## config.mk

```make
export PLATFORM = sky130hd
export DESIGN_NAME = dm_store_buffer_flat
export DESIGN_NICKNAME = d
export VERILOG_FILES = /design/src/rtl/dm_store_buffer_if.sv /design/src/rtl/dm_store_buffer.sv /design/src/flat_wrapper.sv
export SDC_FILE = /design/constraint.sdc
export NUM_CORES = 1
export LEC_CHECK = 0
export ABC_AREA = 1
export CAP_MARGIN = 20
export CORE_MARGIN = 4
export CORE_UTILIZATION = 45
export CTS_CLUSTER_SIZE = 16
export DETAILED_ROUTE_END_ITERATION = 7
export GPL_ROUTABILITY_DRIVEN = 0
export PLACE_DENSITY = 0.74
export SKIP_CTS_REPAIR_TIMING = 1
export SLEW_MARGIN = 20
export SYNTH_ARGS = -nofsm -noshare
export SYNTH_HDL_FRONTEND = slang
export SYNTH_SLANG_ARGS = --single-unit
```

## constraint.sdc

```tcl
create_clock -name Clk -period 13.41 [get_ports Clk]
set_clock_uncertainty 0.15 [all_clocks]
set_input_delay 1.341 -clock Clk [delete_from_list [all_inputs] [get_ports Clk]]
set_output_delay 1.341 -clock Clk [all_outputs]
set_load 0.02 [all_outputs]
```

## src/rtl/dm_store_buffer_if.sv

```systemverilog
// Bus bundle between the MEM stage / data memory and the posted-write store buffer.
// The slave side is the buffer; the master side is the pipeline and memory environment.
interface dm_store_buffer_if #(
    parameter int DEPTH = 4
);
    logic                     St_Valid_In;
    logic [31:0]              St_Addr_In;
    logic [31:0]              St_Data_In;
    logic [31:0]              St_Pc_In;
    logic                     Ld_Valid_In;
    logic [31:0]              Ld_Addr_In;
    logic [31:0]              Dm_Data_In;
    logic [31:0]              Ld_Data_Out;
    logic                     Stall_Out;
    logic                     Dm_We_Out;
    logic [31:0]              Dm_Addr_Out;
    logic [31:0]              Dm_Data_Out;
    logic [31:0]              Dm_Pc_Out;
    logic [$clog2(DEPTH):0]   Count_Out;

    modport master (
        output St_Valid_In, St_Addr_In, St_Data_In, St_Pc_In,
        output Ld_Valid_In, Ld_Addr_In, Dm_Data_In,
        input  Ld_Data_Out, Stall_Out, Dm_We_Out, Dm_Addr_Out,
        input  Dm_Data_Out, Dm_Pc_Out, Count_Out
    );

    modport slave (
        input  St_Valid_In, St_Addr_In, St_Data_In, St_Pc_In,
        input  Ld_Valid_In, Ld_Addr_In, Dm_Data_In,
        output Ld_Data_Out, Stall_Out, Dm_We_Out, Dm_Addr_Out,
        output Dm_Data_Out, Dm_Pc_Out, Count_Out
    );
endinterface

```

## src/rtl/dm_store_buffer.sv

```systemverilog
// Posted-write store buffer: queues MEM-stage stores and retires them when the memory port is idle.
// Define SB_FORWARD_EN to serve loads from buffered stores instead of stalling them until empty.
module dm_store_buffer #(
    parameter int DEPTH = 4
) (
    input  logic                Clk,
    input  logic                Reset_n,
    dm_store_buffer_if.slave    Bus
);
    localparam int AW = $clog2(DEPTH);
    localparam int CW = AW + 1;

    logic [31:0]   addr_q [DEPTH];
    logic [31:0]   data_q [DEPTH];
    logic [31:0]   pc_q   [DEPTH];
    logic [AW-1:0] head_q, head_d;
    logic [AW-1:0] tail_q, tail_d;
    logic [CW-1:0] count_q, count_d;

    logic full, empty, push, drain, stallSt, stallLd;

    assign full    = (count_q == CW'(DEPTH));
    assign empty   = (count_q == '0);
    assign stallSt = Bus.St_Valid_In & full;
    assign push    = Reset_n & Bus.St_Valid_In & ~full;
    // The memory port is only borrowed when the MEM stage leaves it idle or is stalled anyway.
    assign drain   = Reset_n & ~empty &
                     ((~Bus.St_Valid_In & ~Bus.Ld_Valid_In) | stallSt | stallLd);

`ifdef SB_FORWARD_EN
    logic [31:0] fwdData;
    logic [AW-1:0] idx;

    assign stallLd = 1'b0;

    // Walk oldest to youngest so the last hit, the youngest store, wins.
    always_comb begin
        fwdData = Bus.Dm_Data_In;
        idx     = head_q;
        for (int i = 0; i < DEPTH; i++) begin
            idx = head_q + AW'(i);
            if ((CW'(i) < count_q) && (addr_q[idx] == Bus.Ld_Addr_In)) begin
                fwdData = data_q[idx];
            end
        end
    end

    assign Bus.Ld_Data_Out = fwdData;
`else
    assign stallLd         = Bus.Ld_Valid_In & ~empty;
    assign Bus.Ld_Data_Out = Bus.Dm_Data_In;
`endif

    always_comb begin
        head_d  = head_q;
        tail_d  = tail_q;
        count_d = count_q;
        if (push) begin
            tail_d  = tail_q + AW'(1);
            count_d = count_q + CW'(1);
        end
        if (drain) begin
            head_d  = head_q + AW'(1);
            count_d = count_q - CW'(1);
        end
    end

    always_ff @(posedge Clk) begin
        if (!Reset_n) begin
            head_q  <= '0;
            tail_q  <= '0;
            count_q <= '0;
        end else begin
            head_q  <= head_d;
            tail_q  <= tail_d;
            count_q <= count_d;
        end
    end

    always_ff @(posedge Clk) begin
        if (push) begin
            addr_q[tail_q] <= Bus.St_Addr_In;
            data_q[tail_q] <= Bus.St_Data_In;
            pc_q[tail_q]   <= Bus.St_Pc_In;
        end
    end

    assign Bus.Dm_We_Out   = drain;
    assign Bus.Dm_Addr_Out = drain ? addr_q[head_q] : Bus.Ld_Addr_In;
    assign Bus.Dm_Data_Out = drain ? data_q[head_q] : 32'h0;
    assign Bus.Dm_Pc_Out   = drain ? pc_q[head_q]   : 32'h0;
    assign Bus.Stall_Out   = Reset_n & (stallSt | stallLd);
    assign Bus.Count_Out   = count_q;
endmodule
```

## src/flat_wrapper.sv

```systemverilog
// flat-port wrapper written by rule: the top's interface ports become plain ports
module dm_store_buffer_flat 
#(
    parameter int DEPTH = 4
)
  (Clk, Reset_n, Bus_St_Valid_In, Bus_St_Addr_In, Bus_St_Data_In, Bus_St_Pc_In, Bus_Ld_Valid_In, Bus_Ld_Addr_In, Bus_Dm_Data_In, Bus_Ld_Data_Out, Bus_Stall_Out, Bus_Dm_We_Out, Bus_Dm_Addr_Out, Bus_Dm_Data_Out, Bus_Dm_Pc_Out, Bus_Count_Out);
  dm_store_buffer_if #(.DEPTH(DEPTH)) Bus_i ();
  input  logic Clk;
  input  logic Reset_n;
  input wire logic [$bits(Bus_i.St_Valid_In)-1:0] Bus_St_Valid_In;
  input wire logic [$bits(Bus_i.St_Addr_In)-1:0] Bus_St_Addr_In;
  input wire logic [$bits(Bus_i.St_Data_In)-1:0] Bus_St_Data_In;
  input wire logic [$bits(Bus_i.St_Pc_In)-1:0] Bus_St_Pc_In;
  input wire logic [$bits(Bus_i.Ld_Valid_In)-1:0] Bus_Ld_Valid_In;
  input wire logic [$bits(Bus_i.Ld_Addr_In)-1:0] Bus_Ld_Addr_In;
  input wire logic [$bits(Bus_i.Dm_Data_In)-1:0] Bus_Dm_Data_In;
  output wire logic [$bits(Bus_i.Ld_Data_Out)-1:0] Bus_Ld_Data_Out;
  output wire logic [$bits(Bus_i.Stall_Out)-1:0] Bus_Stall_Out;
  output wire logic [$bits(Bus_i.Dm_We_Out)-1:0] Bus_Dm_We_Out;
  output wire logic [$bits(Bus_i.Dm_Addr_Out)-1:0] Bus_Dm_Addr_Out;
  output wire logic [$bits(Bus_i.Dm_Data_Out)-1:0] Bus_Dm_Data_Out;
  output wire logic [$bits(Bus_i.Dm_Pc_Out)-1:0] Bus_Dm_Pc_Out;
  output wire logic [$bits(Bus_i.Count_Out)-1:0] Bus_Count_Out;
  assign Bus_i.St_Valid_In = Bus_St_Valid_In;
  assign Bus_i.St_Addr_In = Bus_St_Addr_In;
  assign Bus_i.St_Data_In = Bus_St_Data_In;
  assign Bus_i.St_Pc_In = Bus_St_Pc_In;
  assign Bus_i.Ld_Valid_In = Bus_Ld_Valid_In;
  assign Bus_i.Ld_Addr_In = Bus_Ld_Addr_In;
  assign Bus_i.Dm_Data_In = Bus_Dm_Data_In;
  assign Bus_Ld_Data_Out = Bus_i.Ld_Data_Out;
  assign Bus_Stall_Out = Bus_i.Stall_Out;
  assign Bus_Dm_We_Out = Bus_i.Dm_We_Out;
  assign Bus_Dm_Addr_Out = Bus_i.Dm_Addr_Out;
  assign Bus_Dm_Data_Out = Bus_i.Dm_Data_Out;
  assign Bus_Dm_Pc_Out = Bus_i.Dm_Pc_Out;
  assign Bus_Count_Out = Bus_i.Count_Out;
  dm_store_buffer #(.DEPTH(DEPTH)) u_core (.Clk(Clk), .Reset_n(Reset_n), .Bus(Bus_i));
endmodule
```

==> reports/metrics.cfg, run 1 <==
[setup_path]
crit-reg2reg-launch=u_core.Bus.Count_Out[0]
start_kind=input pin
r2r_slack_ns=10.40
worst-path-max-fanout=69
reg2reg_to=u_core.data_q[0][30]
crit_slowest_cell=buf_4
crit_type=input pin to output port
rr_worst_depth=6
crit_required_ns=11.92
arrival_ns=4.12
crit_path_max_incr_delay_ns=0.72
path_cells=clkdlybuf4s50_1 > or2_1 > nand3_2 > nand2_4 > buf_4 > nand2_1 > nand2_1 > clkdlybuf4s50_1
end_kind=output port

[timing]
slew_headroom_pct=36.7
totalNegativeSetupSlack_ns=0
fin_crit_sh_pct=41.8
whs_ns=0.349
finalSetupViolCount=0
fmax_ghz=0.178
drv_slew=0
max_slew.worst_pin.slew_ns=0.949
rsz0062_at_grt=false
min_period_ns=5.61
finalHoldViolations=0

[route]
routed.top_layer=met5
wl_met3_um=2050
detail_route.wl_per_cell_um=18.8
wl_met2_um=18400
drt-pass1-iter-count=5
drc_errors=0
drtIter0Drc=710
ant_nets=0
wirelength_um=36200
wl_met1_um=14600
via_per_inst=5.21
dr_total_vias=10040

[logic_synthesis]
synth-seq-area-share_pct=74.7
ys_warn_count=0
syn_inst=1263
syn_area_per_cell_um2=12.4
synth_cell_types=24
syn-num-nets=1432
ys_ff_latch=393
syn_area_um2=15700

[placed_design]
place_area_um2=18100
numPortBuffers=232
hpwl_um=20500

[layout]
nets=1612
num-fill-cells=2797
final_area_um2=19300
drive_above_1_share_pct=5.36
antennaDiodeCount=0
final_cell_mix=384 x edfxtp_1, 325 x nor2_1, 232 x clkdlybuf4s50_1
seq_area_um2=11700
final_common_cell=edfxtp_1
multi_input_area_um2=3320
utilization_pct=56.0
syn_to_final_growth_pct=23.1

[clock_tree]
h-tree-depth=2
cts_buffers=41
clk_pin_slew_ns=0.06
clock_latency_ns=0.51
root_buffer=clkbuf_16
cts_buffer_depth=3
clock_sinks=393
cts_tree=built

[power]
leakagePower_nw=6.55
power.density_nw_per_um2=143
p_int_mw=2.11
clock_power_share_pct=36.6
switchingPower_mw=0.655
seqPwrFrac_pct=50.9
power_frac_comb_pct=12.5
ir_drop_mv=0.127
switching_share_pct=23.7

[worst_hold_path]
hold_path_class=flop to flop
hold_path_startpoint=u_core.head_q[1]
whs_path_depth=2

[grt]
grt_usage_pct=18.4
grt_pass1_vias=9983
grt_pass1_wl_um=55700
antenna_found_initial=2
grt_overflow=0
grt_max_degree=98

[die]
die-area_um2=37900
die_height_um=195
io_pins=297
rows=68
initial_core_util_pct=45.5
coreArea_um2=34500
die_w_um=195

[run]
max_cap_viol_count=0

[run_status]
status=complete, no violations

## per-layer routing
layer / vias to the layer above / GRT usage (%)
li1: 4804 / -
met1: 4866 / 22.9
met2: 278 / 32.3
met3: 88 / 3.41
met4: 4 / 6.59
met5: - / 0
## worst max-delay path by stage
stage	end	slack, ns	cells after the start	startpoint
after global placement	Bus_Dm_Addr_Out[4]	7.87	8	Bus_St_Valid_In
after detailed placement	Bus_Dm_Addr_Out[10]	7.81	8	Bus_St_Valid_In
after CTS	Bus_Dm_Addr_Out[10]	7.80	8	Bus_St_Valid_In
final	Bus_Dm_Addr_Out[10]	7.80	8	Bus_St_Valid_In
after floorplan	u_core.addr_q[0][0]	7.14	4	Bus_St_Valid_In
after global routing	Bus_Dm_Addr_Out[10]	7.62	8	Bus_St_Valid_In
## kinds of logic (layout without fill, tap and decap cells)
group	count (synthesis)	count (layout)	share of synthesized area [%]
buffers and inverters	125	335	4.33
XOR/XNOR	1	1	0.0559
flip-flops	393	393	74.7
adder cells (fa/ha/maj)	5	5	0.447
AO/OA/AOI/OAI	300	300	9.86
AND/OR/NAND/NOR	439	439	10.6
## power groups by stage
| stage | registers (mW) | clock network (mW) | logic (mW) |
|---|---|---|---|
| after floorplan | 1.43 | 0 | 0.207 |
| after global placement | 1.43 | 0 | 0.342 |
| after detailed placement | 1.43 | 0 | 0.348 |
| after CTS | 1.41 | 1.03 | 0.350 |
| after global routing | 1.41 | 1.09 | 0.378 |
| final | 1.41 | 1.01 | 0.344 |
## cell type report
cell class	count	area share (%)
clock buffer	60	5.85
clock inverter	13	0.363
inverter	16	0.331
multi-input combinational	745	17.2
sequential	393	60.7
tap	455	2.95
timing repair buffer	246	12.6
## state kept, by name, summed over array words and instances, names as in the netlist, named ones only
signal and cells:
u_core.Bus.Count_Out 3, u_core.pc_q 128, u_core.addr_q 128, u_core.tail_q 2
u_core.data_q 128, u_core.head_q 2
## cell usage after synthesis, drive strengths merged
master	count	area share [%]
edfxtp	384	74
nor2	330	7.9
o21ai	196	6.3
nand2	105	2.5
buf	80	3.3
a21oi	72	2.3
o22ai	32	1.3
clkbuf	29	0.69
inv	16	0.38
dfxtp	9	1.1
ha	4	0.32
nand3	3	0.13
fa	1	0.13
or2	1	0.040
xor2	1	0.056
## per-stage QoR
| stage | setup slack [ns] | power (mW) | instances |
|---|---|---|---|
| after detailed placement | 7.81 | 1.78 | 1855 |
| after global placement | 7.87 | 1.77 | 1855 |
| after CTS | 7.80 | 2.79 | 1928 |
| after global routing | 7.62 | 2.88 | 1928 |
| after floorplan | 7.14 | 1.64 | 1263 |
| final | 7.80 | 2.76 | 1928 |
## critical path: cells and delay by family
family                 cells  cell delay, ns
and+or+nand+nor            5            0.85
buffers and inverters      3            1.79
Note: power is estimated with default switching activity, not from simulation.
==> run 2, diff against run 1 <==
- PLACE_DENSITY: 0.74 -> 0.76
- clock period: 13.41 -> 4.6 ns (I/O delays scaled with it)
==> run 2 against run 1 <==
Flip-flop and latch count unchanged. Critical path depth down 1. Via count up 0.57%. Highest routed layer unchanged. Final area about the same. Cell count down 0.10%. Sequential power rose to 2.9 times the previous value. Largest cell class unchanged. Non-clock buffer count up 3. First-iteration DRC count down 17%. Combinational power rose to 3.0 times the previous value.
==> reports/metrics.cfg, run 2 (same netlist as run 1, synthesis figures left out) <==
[power]
clock_power_share_pct=35.8  ; -0.8 points
ir_drop_mv=0.352  ; +180%
switching_share_pct=23.8  ; +0.043 points
leakagePower_nw=6.54  ; -0.17%
switchingPower_mw=1.89  ; +190%
power.density_nw_per_um2=413  ; +190%
power_frac_comb_pct=12.9  ; +0.4 points
seqPwrFrac_pct=51.2  ; +0.3 points
p_int_mw=6.07  ; +190%

[setup_path]
rr_worst_depth=5  ; -1
end_kind=output port
worst-path-max-fanout=100  ; +45%
crit-reg2reg-launch=u_core.Bus.Count_Out[0]
path_cells=inv_4 > buf_12 > o21ai_0 > o22ai_1 > nand2_1 > nand2_1 > clkdlybuf4s50_1
crit_type=flop to output port
crit_required_ns=3.99  ; -7.93 ns
r2r_slack_ns=2.14  ; -8.26 ns
crit_slowest_cell=clkdlybuf4s50_1
arrival_ns=2.90  ; -1.22 ns
crit_path_max_incr_delay_ns=0.60  ; -0.12 ns
crit_path_frequent_cell=nand2_1
start_kind=flop
reg2reg_to=u_core.data_q[3][4]

[layout]
num-fill-cells=2772  ; -0.89%
nets=1613  ; +0.062%
final_common_cell=edfxtp_1
reg.largest.list=u_core.addr_q x128, u_core.data_q x128, u_core.pc_q x128
final_cell_mix=384 x edfxtp_1, 325 x nor2_1, 232 x clkdlybuf4s50_1
syn_to_final_growth_pct=23.0  ; about the same
drive_above_1_share_pct=5.37  ; +0.011 points

[clock_tree]
clk_pin_slew_ns=0.06  ; about the same
clock_latency_ns=0.52  ; about the same
root_buffer=clkbuf_16
cts_buffer_depth=3  ; unchanged
cts_tree=built
clock_sinks=393  ; unchanged
h-tree-depth=2  ; unchanged
cts_buffers=39  ; -4.9%

[die]
rows=68  ; unchanged
coreArea_um2=34500  ; unchanged
initial_core_util_pct=45.5  ; unchanged
io_pins=297  ; unchanged
die_height_um=195  ; unchanged
die-area_um2=37900  ; unchanged
die_w_um=195  ; unchanged

[timing]
drv_slew=0  ; unchanged
whs_ns=0.359  ; +0.00999 ns
totalNegativeSetupSlack_ns=0  ; unchanged
fin_crit_sh_pct=76.3
finalHoldViolations=0  ; unchanged
min_period_ns=3.51
max_slew.worst_pin.slew_ns=0.931  ; -0.0178 ns
fmax_ghz=0.285
rsz0062_at_grt=false
slew_headroom_pct=37.9  ; +1.2 points
finalSetupViolCount=0  ; unchanged

[worst_hold_path]
hold_path_class=flop to flop
whs_path_depth=2  ; unchanged
hold_path_startpoint=u_core.head_q[0]

[route]
drt-pass1-iter-count=5  ; unchanged
via_per_inst=5.24  ; +0.67%
dr_total_vias=10097  ; +0.57%
drtIter0Drc=587  ; -17%
wirelength_um=36100  ; -0.50%
drc_errors=0  ; unchanged
detail_route.wl_per_cell_um=18.7  ; -0.39%
ant_nets=0  ; unchanged

[grt]
grt_pass1_wl_um=55800  ; +0.15%
antenna_found_initial=2  ; unchanged
grt_usage_pct=18.4  ; about the same
grt_overflow=0  ; unchanged
grt_max_degree=193  ; +97%
grt_pass1_vias=10206  ; +2.2%

[run_status]
status=complete, no violations

[placed_design]
hpwl_um=20300  ; -0.95%
numPortBuffers=232  ; unchanged

[run]
max_cap_viol_count=0  ; unchanged

[run 2: cell count changes in the layout (fill, tap and decap cells not counted)]
cell / change
clkbuf_1: -5
buf_4: +1
clkinv_8: -1
clkbuf_16: -1
clkbuf_8: -1
clkinvlp_4: +1
clkinv_2: -1
buf_12: +2
diode_2: +1
clkinv_1: +2
[run 2: worst max-delay path by stage]
| stage | from | end | cells after the start |
|---|---|---|---|
| 6_report | flop | Bus_Dm_Addr_Out[29] | 7 |
| 5_1_grt | flop | Bus_Dm_Addr_Out[4] | 7 |
| 4_1_cts | flop | Bus_Dm_Addr_Out[4] | 7 |
| 3_5_place_dp | Reset_n | Bus_Dm_Addr_Out[11] | 8 |
| 3_3_place_gp | Reset_n | Bus_Dm_Addr_Out[11] | 8 |
| 2_1_floorplan | u_core.Bus.Count_Out[0] | u_core.addr_q[0][0] | 4 |
[run 2: worst max-delay path, delay by kind of cell (launching register included)]
kind                   cells  cell delay, ns
buffers and inverters      3            1.43
AOI/OAI and AO/OA          2            0.40
and+or+nand+nor            2            0.17
DFF                        1            0.36
[run 2: layer usage]
metal / up-vias / wire (um) / track usage (%)
li1: 4802 / - / -
met1: 4888 / 14400 / 22.3
met2: 303 / 18000 / 32.1
met3: 102 / 2390 / 4.14
met4: 2 / 1270 / 7.29
met5: - / 13 / 0
[run 2: through the flow]
step	worst slack (ns)	power, mW	std cells	utilization, %	instance area, um2
after floorplan	-0.950	4.77	1263	-	15700
after global placement	1.18	5.17	1858	52.7	18100
after detailed placement	1.19	5.20	1858	52.7	18100
after CTS	0.989	8.05	1925	56.0	19300
after global routing	0.854	8.29	1926	56.0	19300
final	1.09	7.97	1926	56.0	19300
[run 2: final cells by class]
| cell class | count | area (um2) | area share [%] |
|---|---|---|---|
| clock inverters | 14 | 63.8 | 0.331 |
| diodes | 1 | 2.50 | 0.0130 |
| well taps | 455 | 569 | 2.95 |
| flip-flops and latches | 393 | 11700 | 60.8 |
| repair buffers | 249 | 2470 | 12.8 |
| multi-input cells | 745 | 3320 | 17.2 |
| inverters | 16 | 63.8 | 0.331 |
| clock buffers | 53 | 1070 | 5.55 |
[run 2: power groups by stage]
stage	sequential, mW	clock [mW]	combinational (mW)
floorplan	4.17	0	0.603
global placement	4.15	0	1.02
detailed placement	4.16	0	1.04
CTS	4.08	2.92	1.05
global route	4.09	3.07	1.13
finish	4.08	2.85	1.03
